<file path="src/rtl/axi_read_arbiter_rr_pkg.sv">
// Shared definitions for the round-robin AXI read router: FSM state
// encodings, AXI field widths, the default master-1 base address and a
// couple of small helpers used by the datapath.
package axi_defs;

   localparam int AXI_ADDR_WIDTH = 32;
   localparam int AXI_LEN_WIDTH  = 8;

   localparam logic [AXI_ADDR_WIDTH-1:0] M1_BASE_ADDRESS_DEFAULT = 32'h1000_0000;

   typedef enum logic [1:0] {
      STATE_ARBITRATE     = 2'd0,
      STATE_ISSUE_ADDRESS = 2'd1,
      STATE_ACTIVE_BURST  = 2'd2
   } state_e;

   // AXI ARLEN encodes beats-1; widen by one bit so ARLEN=255 gives 256.
   function automatic logic [AXI_LEN_WIDTH:0] beats_from_len(input logic [AXI_LEN_WIDTH-1:0] len);
      return {1'b0, len} + 9'd1;
   endfunction

   // Addresses forwarded to master 1 are relative to its base.
   function automatic logic [AXI_ADDR_WIDTH-1:0] rebase_addr(input logic [AXI_ADDR_WIDTH-1:0] addr,
                                                             input logic [AXI_ADDR_WIDTH-1:0] base);
      return addr - base;
   endfunction

endpackage

</file>
<file path="src/rtl/axi_read_arbiter_rr_if.sv">
// Bundles the requestor-side and downstream-side read-channel signals of
// the round-robin router. Modport "slave" is the router's view (it is the
// slave of the requestors); modport "master" is the surrounding system.
interface axi_read_arbiter_rr_if #(
   parameter int NUM_SLAVES = 3,
   parameter int DATA_WIDTH = 32
);
   import axi_defs::*;

   // requestor side
   logic [NUM_SLAVES*AXI_ADDR_WIDTH-1:0] axi_araddr_s;
   logic [NUM_SLAVES*AXI_LEN_WIDTH-1:0]  axi_arlen_s;
   logic [NUM_SLAVES-1:0]                axi_arvalid_s;
   logic [NUM_SLAVES-1:0]                axi_arready_s;
   logic [NUM_SLAVES-1:0]                axi_rready_s;
   logic [NUM_SLAVES-1:0]                axi_rvalid_s;
   logic [NUM_SLAVES-1:0]                axi_rlast_s;
   logic [DATA_WIDTH-1:0]                axi_rdata_s;

   // downstream master 0
   logic [AXI_ADDR_WIDTH-1:0] axi_araddr_m0;
   logic [AXI_LEN_WIDTH-1:0]  axi_arlen_m0;
   logic                      axi_arvalid_m0;
   logic                      axi_arready_m0;
   logic                      axi_rvalid_m0;
   logic                      axi_rready_m0;
   logic [DATA_WIDTH-1:0]     axi_rdata_m0;

   // downstream master 1
   logic [AXI_ADDR_WIDTH-1:0] axi_araddr_m1;
   logic [AXI_LEN_WIDTH-1:0]  axi_arlen_m1;
   logic                      axi_arvalid_m1;
   logic                      axi_arready_m1;
   logic                      axi_rvalid_m1;
   logic                      axi_rready_m1;
   logic [DATA_WIDTH-1:0]     axi_rdata_m1;

   modport slave (
      input  axi_araddr_s, axi_arlen_s, axi_arvalid_s, axi_rready_s,
      input  axi_arready_m0, axi_rvalid_m0, axi_rdata_m0,
      input  axi_arready_m1, axi_rvalid_m1, axi_rdata_m1,
      output axi_arready_s, axi_rvalid_s, axi_rlast_s, axi_rdata_s,
      output axi_araddr_m0, axi_arlen_m0, axi_arvalid_m0, axi_rready_m0,
      output axi_araddr_m1, axi_arlen_m1, axi_arvalid_m1, axi_rready_m1
   );

   modport master (
      output axi_araddr_s, axi_arlen_s, axi_arvalid_s, axi_rready_s,
      output axi_arready_m0, axi_rvalid_m0, axi_rdata_m0,
      output axi_arready_m1, axi_rvalid_m1, axi_rdata_m1,
      input  axi_arready_s, axi_rvalid_s, axi_rlast_s, axi_rdata_s,
      input  axi_araddr_m0, axi_arlen_m0, axi_arvalid_m0, axi_rready_m0,
      input  axi_araddr_m1, axi_arlen_m1, axi_arvalid_m1, axi_rready_m1
   );

endinterface

</file>
<file path="src/rtl/axi_read_arbiter_rr_rr_arbiter.sv">
// Combinational round-robin picker: the first asserted request found
// scanning upward from the slot after the previous winner (wrapping at
// NUM_SLAVES) wins. Produces both one-hot and encoded grants.
module rr_arbiter #(
   parameter  int NUM_SLAVES = 3,
   localparam int IDX_W      = (NUM_SLAVES > 1) ? $clog2(NUM_SLAVES) : 1
) (
   input  logic [NUM_SLAVES-1:0] req_i,
   input  logic [IDX_W-1:0]      last_grant_i,
   output logic [NUM_SLAVES-1:0] grant_onehot_o,
   output logic [IDX_W-1:0]      grant_idx_o,
   output logic                  grant_valid_o
);

   // Rotating priority scan; earlier hits in the scan lock out later ones.
   always_comb begin
      int cand;
      cand           = 0;
      grant_onehot_o = '0;
      grant_idx_o    = '0;
      grant_valid_o  = 1'b0;
      for (int off = 1; off <= NUM_SLAVES; off++) begin
         cand = int'(last_grant_i) + off;
         cand = (cand >= NUM_SLAVES) ? (cand - NUM_SLAVES) : cand;
         if (!grant_valid_o && req_i[cand]) begin
            grant_valid_o        = 1'b1;
            grant_idx_o          = cand[IDX_W-1:0];
            grant_onehot_o[cand] = 1'b1;
         end else begin
            grant_valid_o = grant_valid_o;
         end
      end
   end

endmodule

</file>
<file path="src/rtl/axi_read_arbiter_rr.sv">
// Round-robin AXI read router: NUM_SLAVES requestors share two downstream
// read masters, split by address at M1_BASE_ADDRESS (master-1 addresses are
// rebased). One transaction is in flight at a time; RLAST toward the
// requestor is generated locally from ARLEN+1.
// Optional feature macro: AXI_RD_PERF_EN adds per-slave beat counters on
// output perf_beats.
module axi_read_arbiter_rr
   import axi_defs::*;
#(
   parameter int                        NUM_SLAVES      = 3,
   parameter int                        DATA_WIDTH      = 32,
   parameter logic [AXI_ADDR_WIDTH-1:0] M1_BASE_ADDRESS = M1_BASE_ADDRESS_DEFAULT
) (
   input logic                  clk,
   input logic                  reset,
   axi_read_arbiter_rr_if.slave bus
`ifdef AXI_RD_PERF_EN
   ,
   output logic [NUM_SLAVES*32-1:0] perf_beats
`endif
);

   localparam int IDX_W = (NUM_SLAVES > 1) ? $clog2(NUM_SLAVES) : 1;
   localparam int BEAT_W = AXI_LEN_WIDTH + 1;

   state_e                    state_q, state_d;
   logic [IDX_W-1:0]          last_grant_q, last_grant_d;
   logic [NUM_SLAVES-1:0]     grant_oh_q, grant_oh_d;
   logic [AXI_ADDR_WIDTH-1:0] addr_q, addr_d;
   logic [AXI_LEN_WIDTH-1:0]  len_q, len_d;
   logic [BEAT_W-1:0]         beats_left_q, beats_left_d;
   logic                      master_sel_q, master_sel_d;

   logic [NUM_SLAVES-1:0]     arb_onehot;
   logic [IDX_W-1:0]          arb_idx;
   logic                      arb_valid;
   logic [AXI_ADDR_WIDTH-1:0] req_addr;
   logic [AXI_LEN_WIDTH-1:0]  req_len;

   logic                      sel_arready;
   logic                      sel_rvalid;
   logic [DATA_WIDTH-1:0]     sel_rdata;
   logic                      granted_rready;
   logic                      beat_hs;

   logic [NUM_SLAVES-1:0]     arready_s_c, rvalid_s_c, rlast_s_c;
   logic [DATA_WIDTH-1:0]     rdata_s_c;
   logic [AXI_ADDR_WIDTH-1:0] araddr_m0_c, araddr_m1_c;
   logic [AXI_LEN_WIDTH-1:0]  arlen_m0_c, arlen_m1_c;
   logic                      arvalid_m0_c, arvalid_m1_c, rready_m0_c, rready_m1_c;

   rr_arbiter #(.NUM_SLAVES(NUM_SLAVES)) u_rr_arbiter (
      .req_i          (bus.axi_arvalid_s),
      .last_grant_i   (last_grant_q),
      .grant_onehot_o (arb_onehot),
      .grant_idx_o    (arb_idx),
      .grant_valid_o  (arb_valid)
   );

   assign req_addr       = bus.axi_araddr_s[arb_idx*AXI_ADDR_WIDTH +: AXI_ADDR_WIDTH];
   assign req_len        = bus.axi_arlen_s[arb_idx*AXI_LEN_WIDTH +: AXI_LEN_WIDTH];
   assign sel_arready    = master_sel_q ? bus.axi_arready_m1 : bus.axi_arready_m0;
   assign sel_rvalid     = master_sel_q ? bus.axi_rvalid_m1  : bus.axi_rvalid_m0;
   assign sel_rdata      = master_sel_q ? bus.axi_rdata_m1   : bus.axi_rdata_m0;
   assign granted_rready = |(bus.axi_rready_s & grant_oh_q);
   assign beat_hs        = (state_q == STATE_ACTIVE_BURST) && sel_rvalid && granted_rready;

   // Next-state and output decode; everything not owned by the granted
   // requestor / selected master stays at zero.
   always_comb begin
      state_d      = state_q;
      last_grant_d = last_grant_q;
      grant_oh_d   = grant_oh_q;
      addr_d       = addr_q;
      len_d        = len_q;
      beats_left_d = beats_left_q;
      master_sel_d = master_sel_q;
      arready_s_c  = '0;
      rvalid_s_c   = '0;
      rlast_s_c    = '0;
      rdata_s_c    = '0;
      araddr_m0_c  = '0;
      araddr_m1_c  = '0;
      arlen_m0_c   = '0;
      arlen_m1_c   = '0;
      arvalid_m0_c = 1'b0;
      arvalid_m1_c = 1'b0;
      rready_m0_c  = 1'b0;
      rready_m1_c  = 1'b0;

      // Address and length stay on the selected master for the whole transaction.
      if (state_q != STATE_ARBITRATE) begin
         if (master_sel_q) begin
            araddr_m1_c = rebase_addr(addr_q, M1_BASE_ADDRESS);
            arlen_m1_c  = len_q;
         end else begin
            araddr_m0_c = addr_q;
            arlen_m0_c  = len_q;
         end
      end else begin
         araddr_m0_c = '0;
      end

      case (state_q)
         STATE_ARBITRATE: begin
            if (arb_valid) begin
               last_grant_d = arb_idx;
               grant_oh_d   = arb_onehot;
               addr_d       = req_addr;
               len_d        = req_len;
               beats_left_d = beats_from_len(req_len);
               master_sel_d = (req_addr >= M1_BASE_ADDRESS);
               state_d      = STATE_ISSUE_ADDRESS;
            end else begin
               state_d = STATE_ARBITRATE;
            end
         end
         STATE_ISSUE_ADDRESS: begin
            arvalid_m0_c = ~master_sel_q;
            arvalid_m1_c = master_sel_q;
            if (sel_arready) begin
               arready_s_c = grant_oh_q;
               state_d     = STATE_ACTIVE_BURST;
            end else begin
               state_d = STATE_ISSUE_ADDRESS;
            end
         end
         STATE_ACTIVE_BURST: begin
            rvalid_s_c  = sel_rvalid ? grant_oh_q : '0;
            rlast_s_c   = (sel_rvalid && (beats_left_q == 9'd1)) ? grant_oh_q : '0;
            rdata_s_c   = sel_rdata;
            rready_m0_c = ~master_sel_q & granted_rready;
            rready_m1_c = master_sel_q & granted_rready;
            if (beat_hs) begin
               beats_left_d = beats_left_q - 9'd1;
               state_d      = (beats_left_q == 9'd1) ? STATE_ARBITRATE : STATE_ACTIVE_BURST;
            end else begin
               state_d = STATE_ACTIVE_BURST;
            end
         end
         default: begin
            state_d = STATE_ARBITRATE;
         end
      endcase
   end

   // State and transaction registers; reset abandons any burst in flight.
   always_ff @(posedge clk) begin
      if (reset) begin
         state_q      <= STATE_ARBITRATE;
         last_grant_q <= IDX_W'(NUM_SLAVES - 1);
         grant_oh_q   <= '0;
         addr_q       <= '0;
         len_q        <= '0;
         beats_left_q <= '0;
         master_sel_q <= 1'b0;
      end else begin
         state_q      <= state_d;
         last_grant_q <= last_grant_d;
         grant_oh_q   <= grant_oh_d;
         addr_q       <= addr_d;
         len_q        <= len_d;
         beats_left_q <= beats_left_d;
         master_sel_q <= master_sel_d;
      end
   end

   assign bus.axi_arready_s  = arready_s_c;
   assign bus.axi_rvalid_s   = rvalid_s_c;
   assign bus.axi_rlast_s    = rlast_s_c;
   assign bus.axi_rdata_s    = rdata_s_c;
   assign bus.axi_araddr_m0  = araddr_m0_c;
   assign bus.axi_araddr_m1  = araddr_m1_c;
   assign bus.axi_arlen_m0   = arlen_m0_c;
   assign bus.axi_arlen_m1   = arlen_m1_c;
   assign bus.axi_arvalid_m0 = arvalid_m0_c;
   assign bus.axi_arvalid_m1 = arvalid_m1_c;
   assign bus.axi_rready_m0  = rready_m0_c;
   assign bus.axi_rready_m1  = rready_m1_c;

`ifdef AXI_RD_PERF_EN
   logic [31:0] perf_q [NUM_SLAVES];

   // Free-running per-requestor count of completed beats (wraps at 2^32).
   always_ff @(posedge clk) begin
      if (reset) begin
         for (int i = 0; i < NUM_SLAVES; i++) begin
            perf_q[i] <= 32'd0;
         end
      end else begin
         for (int i = 0; i < NUM_SLAVES; i++) begin
            if (beat_hs && grant_oh_q[i]) begin
               perf_q[i] <= perf_q[i] + 32'd1;
            end
         end
      end
   end

   for (genvar g = 0; g < NUM_SLAVES; g++) begin : g_perf
      assign perf_beats[g*32 +: 32] = perf_q[g];
   end
`endif

endmodule

</file>
<file path="src/flat_wrapper.sv">
// flat-port wrapper written by rule: the top's interface ports become plain ports
module axi_read_arbiter_rr_flat import axi_defs::*;
#(
   parameter int                        NUM_SLAVES      = 3,
   parameter int                        DATA_WIDTH      = 32,
   parameter logic [AXI_ADDR_WIDTH-1:0] M1_BASE_ADDRESS = M1_BASE_ADDRESS_DEFAULT
)
  (clk, reset, bus_axi_araddr_s, bus_axi_arlen_s, bus_axi_arvalid_s, bus_axi_rready_s, bus_axi_arready_m0, bus_axi_rvalid_m0, bus_axi_rdata_m0, bus_axi_arready_m1, bus_axi_rvalid_m1, bus_axi_rdata_m1, bus_axi_arready_s, bus_axi_rvalid_s, bus_axi_rlast_s, bus_axi_rdata_s, bus_axi_araddr_m0, bus_axi_arlen_m0, bus_axi_arvalid_m0, bus_axi_rready_m0, bus_axi_araddr_m1, bus_axi_arlen_m1, bus_axi_arvalid_m1, bus_axi_rready_m1);
  axi_read_arbiter_rr_if #(.NUM_SLAVES(NUM_SLAVES), .DATA_WIDTH(DATA_WIDTH)) bus_i ();
  input logic clk;
  input logic reset;
  input wire logic [$bits(bus_i.axi_araddr_s)-1:0] bus_axi_araddr_s;
  input wire logic [$bits(bus_i.axi_arlen_s)-1:0] bus_axi_arlen_s;
  input wire logic [$bits(bus_i.axi_arvalid_s)-1:0] bus_axi_arvalid_s;
  input wire logic [$bits(bus_i.axi_rready_s)-1:0] bus_axi_rready_s;
  input wire logic [$bits(bus_i.axi_arready_m0)-1:0] bus_axi_arready_m0;
  input wire logic [$bits(bus_i.axi_rvalid_m0)-1:0] bus_axi_rvalid_m0;
  input wire logic [$bits(bus_i.axi_rdata_m0)-1:0] bus_axi_rdata_m0;
  input wire logic [$bits(bus_i.axi_arready_m1)-1:0] bus_axi_arready_m1;
  input wire logic [$bits(bus_i.axi_rvalid_m1)-1:0] bus_axi_rvalid_m1;
  input wire logic [$bits(bus_i.axi_rdata_m1)-1:0] bus_axi_rdata_m1;
  output wire logic [$bits(bus_i.axi_arready_s)-1:0] bus_axi_arready_s;
  output wire logic [$bits(bus_i.axi_rvalid_s)-1:0] bus_axi_rvalid_s;
  output wire logic [$bits(bus_i.axi_rlast_s)-1:0] bus_axi_rlast_s;
  output wire logic [$bits(bus_i.axi_rdata_s)-1:0] bus_axi_rdata_s;
  output wire logic [$bits(bus_i.axi_araddr_m0)-1:0] bus_axi_araddr_m0;
  output wire logic [$bits(bus_i.axi_arlen_m0)-1:0] bus_axi_arlen_m0;
  output wire logic [$bits(bus_i.axi_arvalid_m0)-1:0] bus_axi_arvalid_m0;
  output wire logic [$bits(bus_i.axi_rready_m0)-1:0] bus_axi_rready_m0;
  output wire logic [$bits(bus_i.axi_araddr_m1)-1:0] bus_axi_araddr_m1;
  output wire logic [$bits(bus_i.axi_arlen_m1)-1:0] bus_axi_arlen_m1;
  output wire logic [$bits(bus_i.axi_arvalid_m1)-1:0] bus_axi_arvalid_m1;
  output wire logic [$bits(bus_i.axi_rready_m1)-1:0] bus_axi_rready_m1;
  assign bus_i.axi_araddr_s = bus_axi_araddr_s;
  assign bus_i.axi_arlen_s = bus_axi_arlen_s;
  assign bus_i.axi_arvalid_s = bus_axi_arvalid_s;
  assign bus_i.axi_rready_s = bus_axi_rready_s;
  assign bus_i.axi_arready_m0 = bus_axi_arready_m0;
  assign bus_i.axi_rvalid_m0 = bus_axi_rvalid_m0;
  assign bus_i.axi_rdata_m0 = bus_axi_rdata_m0;
  assign bus_i.axi_arready_m1 = bus_axi_arready_m1;
  assign bus_i.axi_rvalid_m1 = bus_axi_rvalid_m1;
  assign bus_i.axi_rdata_m1 = bus_axi_rdata_m1;
  assign bus_axi_arready_s = bus_i.axi_arready_s;
  assign bus_axi_rvalid_s = bus_i.axi_rvalid_s;
  assign bus_axi_rlast_s = bus_i.axi_rlast_s;
  assign bus_axi_rdata_s = bus_i.axi_rdata_s;
  assign bus_axi_araddr_m0 = bus_i.axi_araddr_m0;
  assign bus_axi_arlen_m0 = bus_i.axi_arlen_m0;
  assign bus_axi_arvalid_m0 = bus_i.axi_arvalid_m0;
  assign bus_axi_rready_m0 = bus_i.axi_rready_m0;
  assign bus_axi_araddr_m1 = bus_i.axi_araddr_m1;
  assign bus_axi_arlen_m1 = bus_i.axi_arlen_m1;
  assign bus_axi_arvalid_m1 = bus_i.axi_arvalid_m1;
  assign bus_axi_rready_m1 = bus_i.axi_rready_m1;
  axi_read_arbiter_rr #(.NUM_SLAVES(NUM_SLAVES), .DATA_WIDTH(DATA_WIDTH), .M1_BASE_ADDRESS(M1_BASE_ADDRESS)) u_core (.clk(clk), .reset(reset), .bus(bus_i));
endmodule
</file>
<file path="config.mk">
export PLATFORM = sky130hd
export DESIGN_NAME = axi_read_arbiter_rr_flat
export DESIGN_NICKNAME = d
export VERILOG_FILES = /design/src/rtl/axi_read_arbiter_rr_pkg.sv /design/src/rtl/axi_read_arbiter_rr_if.sv /design/src/rtl/axi_read_arbiter_rr_rr_arbiter.sv /design/src/rtl/axi_read_arbiter_rr.sv /design/src/flat_wrapper.sv
export SDC_FILE = /design/constraint.sdc
export NUM_CORES = 1
export LEC_CHECK = 0
export CELL_PAD_IN_SITES_DETAIL_PLACEMENT = 0
export CELL_PAD_IN_SITES_GLOBAL_PLACEMENT = 1
export CORE_AREA = 4 4 144 146
export DETAILED_ROUTE_END_ITERATION = 12
export DIE_AREA = 0 0 148 150
export PLACE_DENSITY = 0.83
export SLEW_MARGIN = 10
export SYNTH_ARGS = -nofsm -noshare
export SYNTH_HDL_FRONTEND = slang
export SYNTH_SLANG_ARGS = --single-unit
export TNS_END_PERCENT = 5
</file>
<file path="constraint.sdc">
create_clock -name clk -period 3.7 [get_ports clk]
set_clock_uncertainty 0.15 [all_clocks]
set_input_delay 0.37 -clock clk [delete_from_list [all_inputs] [get_ports clk]]
set_output_delay 0.37 -clock clk [all_outputs]
set_load 0.02 [all_outputs]
</file>
## Word level (Yosys, flattened, before mapping)

Cells that the tools add are included.

- Flip-flop bits (word level): 57
- Bits of input ports: 196
- Logic and storage cells: 112

- Add/sub/neg operators: 9
- $lt $le $gt $ge: 10
- Equal/unequal tests: 5
- Shift operators: 2
- Mux-type cells: 57
- Bitwise logic cells: 6
- Reductions and logical operators: 16

Operators by type and width:

| cell | number |
|---|---|
| $mux 32 | 9 |
| $ge 32x1->1 const B | 3 |
| $lt 32x4->1 const B | 3 |
| $shiftx 96x8->32 | 1 |
| $ge 32x29->1 const B | 1 |
| $ge 32x3->1 const B | 1 |
| $mux 8 | 4 |
| $sub 32x29->32 const B | 1 |
| $sub 32x3->32 const B | 1 |
| $mux 3 | 9 |
| $shiftx 24x6->8 | 1 |
| $mux 1 | 19 |
| $mux 9 | 2 |
| $pmux 9 s2 | 1 |
| $mux 2 | 6 |
| $add 8x1->9 const B | 1 |
| $eq 9x1->1 const B | 1 |
| $sub 9x1->9 const B | 1 |
| $logic_and 1x1->1 | 8 |
| $sub 3x2->4 const B | 2 |
| $add 2x2->3 const B | 2 |
| $bmux 1 s2 | 3 |
| $demux 1 s2 | 3 |
| $ge 3x2->1 const B | 2 |
| other kinds (15) | 20 |

## Longest topological paths before layout

Gate-level depths: netlist of the first run.

- Word-level depth: 17
- Depth in mapped cells: 14

## Modules after synthesis

Synthesis of the first run repeated with hierarchy kept, for this count alone.

- Cell total of the unflattened synthesis: 623
- Area, all modules: 4663.2 sq um

By module, submodules not included:

| module | times used | cells an instance | area each (sq um) | seq. area each (sq um) |
|---|---|---|---|---|
| axi_read_arbiter_rr | 1 | 581 | 4376.7 | 1141.1 |
| rr_arbiter | 1 | 42 | 286.5 | 0.0 |

## Worst setup path after synthesis of the first run

No wires, ideal clock.

- Kind: flip-flop to flip-flop
- From: register u_core.last_grant_q[0]
- To: register u_core.beats_left_q[4]
- Library setup time: 0.116 ns
- Data arrival time: 2.843 ns
- Data required time: 3.434 ns
- Setup slack: 0.591 ns
- Cell stages (with the launch flop): 14
- Buffers on the path: 2
- Clock period less this slack: 3.109 ns
- Cells stage by stage: dfxtp_1 -> inv_1 -> ha_1 -> buf_4 -> o221a_2 -> nor2_2 -> buf_4 -> mux2i_1 -> a2bb2oi_1 -> inv_1 -> ha_1 -> nor3b_1 -> xnor2_1 -> o211a_1

- Word-level cells in the longest chain between the ends: 17
- Elaborated cells on any way between the ends: 37

Ends and longest elaborated chain:

| what | line | source |
|---|---|---|
| start: declaration | axi_read_arbiter_rr.sv:27 | `logic [IDX_W-1:0] last_grant_q, last_grant_d;` |
| start signal: assignment | axi_read_arbiter_rr.sv:151 | `last_grant_q <= IDX_W'(NUM_SLAVES - 1);` |
| start signal: assignment | axi_read_arbiter_rr.sv:159 | `last_grant_q <= last_grant_d;` |
| $add 2x1->3 | axi_read_arbiter_rr_rr_arbiter.sv:23 | `cand = int'(last_grant_i) + off;` |
| $sub 32x3->32 / $ge 32x3->1 (equally long branches) | axi_read_arbiter_rr_rr_arbiter.sv:24 | `cand = (cand >= NUM_SLAVES) ? (cand - NUM_SLAVES) : cand;` |
| $mux 32 | axi_read_arbiter_rr_rr_arbiter.sv:24 |  |
| $bmux 1 s2 | axi_read_arbiter_rr_rr_arbiter.sv:25 | `if (!grant_valid_o && req_i[cand]) begin` |
| $mux 1 (implied by the code) (2 in series) | axi_read_arbiter_rr_rr_arbiter.sv:25 |  |
| $mux 1 | axi_read_arbiter_rr_rr_arbiter.sv:25 |  |
| $logic_not 1->1 | axi_read_arbiter_rr_rr_arbiter.sv:25 |  |
| $logic_and 1x1->1 | axi_read_arbiter_rr_rr_arbiter.sv:25 |  |
| $mux 1 | axi_read_arbiter_rr_rr_arbiter.sv:25 |  |
| $logic_not 1->1 | axi_read_arbiter_rr_rr_arbiter.sv:25 |  |
| $logic_and 1x1->1 | axi_read_arbiter_rr_rr_arbiter.sv:25 |  |
| $mux 2 (*) | axi_read_arbiter_rr_rr_arbiter.sv:25 |  |
| $shiftx 24x6->8 (*) | axi_read_arbiter_rr.sv:61 | `assign req_len = bus.axi_arlen_s[arb_idx*AXI_LEN_WIDTH +: AXI_LEN_WIDTH];` |
| via u_core.req_len[1] | axi_read_arbiter_rr.sv:38 | `logic [AXI_LEN_WIDTH-1:0] req_len;` |
| $add 8x1->9 (*) | axi_read_arbiter_rr_pkg.sv:19 | `return {1'b0, len} + 9'd1;` |
| $mux 9 (*) | axi_read_arbiter_rr.sv:106 | `if (arb_valid) begin` |
| $pmux 9 s2 (*) | axi_read_arbiter_rr.sv:104 | `case (state_q)` |
| end signal: assignment | axi_read_arbiter_rr.sv:163 | `beats_left_q <= beats_left_d;` |
| end: declaration | axi_read_arbiter_rr.sv:31 | `logic [BEAT_W-1:0] beats_left_q, beats_left_d;` |

Mark *: on every way through the listed nets, which the timed path passes. The rest lies on a longest branch. The select of a mux whose other input is x is not followed.
A chain may end at the register's enable or synchronous reset.

## Worst setup path in the final report of the first run

Ends and elaborated chain as after synthesis.

==> results.json, run 1 <==
{
  "cts_buffers": 9,
  "synth_cells": 622,
  "clock_latency_ns": 0.33,
  "grt_pass1_vias": 5625,
  "ant_nets": 0,
  "rsz0062_at_grt": "no",
  "max_freq_mhz": 296,
  "rows": 51,
  "power_frac_comb_pct": 67.4,
  "ir_drop_v": 0.000450,
  "place_hpwl_mm": 16.0,
  "nFillCells": 2002,
  "wire_per_inst_um": 17.1,
  "antenna_found_initial": 0,
  "htreeDepth": 3,
  "cts_buffer_depth": 2,
  "synthArstFlopShare_pct": 0,
  "grt_usage_pct": 17.6,
  "worstMarginPinSlew_ns": 0.741,
  "outcome": "finished, final reports clean",
  "yosysTopAreaCellShare_pct": 24.6,
  "cts_tree": "yes",
  "vias": 5502,
  "ctsRootBufferMaster": "clkbuf_16",
  "clkSlewWorstSetupHoldPaths_ns": 0.05,
  "slew_viol_final": 0,
  "drive_gt1_share_pct": 5.80,
  "core-area_sq_um": 19400,
  "critPathMaxFanout": 12,
  "nets": 1132,
  "io_pins": 321,
  "die_x_um": 148,
  "dr.first_iter.drc_count": 294,
  "hold_buffers": 0,
  "synth_nets": 827,
  "synth_area_sq_um": 4630,
  "power.density_nw_per_um2": 699,
  "ys_seq_area_share_pct": 24.6,
  "setup-tns-final_ns": 0,
  "ys.warnings.count": 0,
  "ys_ff_latch": 57,
  "wirelength_mm": 20.5,
  "period_needed_ns": 3.38,
  "clkPwrFrac_pct": 15.1,
  "cts_num_sinks": 57,
  "fin_crit_sh_pct": 91.2,
  "cts_setup_buffers": 0,
  "sw_frac_of_total_pct": 46.7,
  "setup_viol": 0,
  "cellInternalPower_uw": 3150,
  "synth.area.top_cells": "dfxtp_1 25%, mux2i_1 16%, and2_1 12%",
  "num_antenna_cells": 0,
  "avgViaCountPerCell": 4.60,
  "dpl_cell_area_sq_um": 8140,
  "synth_area_leader_cell": "dfxtp_1",
  "syn_to_final_growth_pct": 82.6,
  "cp.required_ns": 3.77,
  "place_congestion": 0.877,
  "grt_max_degree": 62,
  "p_sw_uw": 2760,
  "cp_data_arrival_time_ns": 3.45,
  "critPathLaunchType": "flop",
  "pwr-share-seq_pct": 17.5,
  "avgSynthCellArea_sq_um": 7.44,
  "port_buffers": 320,
  "slew_headroom_pct": 50.6,
  "worstSetupEndpointType": "flop",
  "grt_overflow": 0,
  "grt_pass1_wl_mm": 31.0,
  "final_hold_viol_count": 0,
  "hp-class": "flop to flop",
  "design_area_sq_um": 8450,
  "die_y_um": 150,
  "die-area_sq_um": 22200,
  "drc": 0,
  "synth-main-ff-cell": "dfxtp_1",
  "first_pass_iters": 4,
  "synth-edff-count": 0,
  "drv_cap": 0,
  "path_class": "flop to flop",
  "start_util_pct": 23.9,
  "synth_cell_types": 56,
  "power.leakage_uw": 0.00325
}
## critical path, stage by stage (launching register included)
cell       delay (ns)
dfxtp_1          0.46
inv_1            0.13
ha_2             0.47
nor2_1           0.06
o221a_2          0.26
nor2_4           0.30
and2_1           0.38
a2bb2oi_2        0.16
inv_1            0.08
ha_1             0.22
nor3b_1          0.27
xnor2_1          0.10
o211a_1          0.21
## final cells by class
type                            count  area [sq um]  share of cell area (%)
Inverter                           12          45.0                   0.533
Timing Repair Buffer              340          3360                    39.8
Multi-Input combinational cell    507          3260                    38.6
Clock buffer                       13           280                    3.32
Clock inverter                      2          35.0                   0.414
Sequential cell                    57          1140                    13.5
Tap cell                          265           332                    3.92
## metal layers
metal  GRT usage, %  part of all wire, %  routed length [um]
met5              0                    0                   0
met4           3.70                  1.1                 234
met3           5.21                  7.4                1520
met2           30.5                   49               10100
met1           21.8                   42                8650
## cell usage in the layout (no fill, tap or decap), drive strengths merged, types with 3 or more instances in the layout
cell,instances
a211oi,37
a21oi,50
a2bb2oi,5
a31oi,5
and2,88
and3,3
and4,3
buf,21
clkbuf,13
clkdlybuf4s50,319
dfxtp,57
ha,9
inv,12
mux2,3
mux2i,74
nand2,22
nand2b,5
nand3,4
nor2,127
nor2b,4
nor3,15
o211ai,5
o21a,3
o21ai,16
xnor2,5
## metrics by stage
stage               total power, uW  setup WS (ns)  utilization (%)  hold WS, ns  cells
detailed placement             5030          0.275             41.9        0.313   1181
finish                         5910          0.324             43.6        0.316   1196
floorplan                      3650          0.591                -        0.286    622
global route                   6380         0.0863             43.6        0.350   1196
global placement               4990          0.445             41.9        0.302   1181
CTS                            5950          0.260             43.6        0.320   1196
## power groups by stage
stage / clock [uW] / combinational, uW / sequential, uW
final: 891 / 3980 / 1030
after global routing: 945 / 4370 / 1060
after CTS: 918 / 4010 / 1030
after detailed placement: 0 / 3990 / 1040
after global placement: 0 / 3960 / 1030
after floorplan: 0 / 2690 / 957
## sequential cells by signal, indices dropped and copies added, names as in the netlist
register / count
u_core.addr_q: 32
u_core.len_q: 8
u_core.beats_left_q: 9
u_core.last_grant_q: 2
u_core.state_q: 2
u_core.master_sel_q: 1
u_core.grant_oh_q: 3
## logic make-up after synthesis
kind of cell	after synthesis	synth area share (%)
buffers and inverters	58	5.40
muxes	77	16.8
adders and majority gates	9	2.43
xor gates and xnor gates	5	0.946
AOI/OAI and AO/OA	137	19.8
DFF	57	24.6
and+or+nand+nor	279	30.0
## repair_timing
| item | CTS | global route |
|---|---|---|
| gates resized for setup | 0 | 1 |
| endpoints found under the setup margin | 0 | 1 |
| hold endpoints to repair | 0 | 0 |
## Yosys cell counts (6+ instances only)
| cell type | number |
|---|---|
| nor2_1 | 126 |
| and2_1 | 88 |
| mux2i_1 | 73 |
| dfxtp_1 | 57 |
| a21oi_1 | 50 |
| a211oi_1 | 37 |
| clkbuf_1 | 27 |
| nand2_1 | 22 |
| nor3_1 | 14 |
| o21ai_0 | 14 |
| inv_1 | 12 |
| ha_1 | 9 |
| buf_2 | 8 |
| buf_1 | 6 |
## worst paths after layout
check / start / cells past startpoint / end / slack, ns
worst min-delay path: u_core.len_q[7] / 2 / u_core.len_q[7] / 0.32
worst max register to register: u_core.last_grant_q[0] / 12 / u_core.beats_left_q[4] / 0.32
worst max-delay path: u_core.last_grant_q[0] / 12 / u_core.beats_left_q[4] / 0.32
worst min register to register: u_core.len_q[7] / 2 / u_core.len_q[7] / 0.32
Note: power is estimated with default switching activity, not from simulation.
==> run 2, diff against run 1 <==
--- a/config.mk
+++ b/config.mk
@@ -15,4 +15,4 @@
 export SYNTH_ARGS = -nofsm -noshare
 export SYNTH_HDL_FRONTEND = slang
 export SYNTH_SLANG_ARGS = --single-unit
-export TNS_END_PERCENT = 5
+export TNS_END_PERCENT = 50
==> results of run 2 <==
Same layout as run 1: the final DEF is identical, and so are final timing and power.
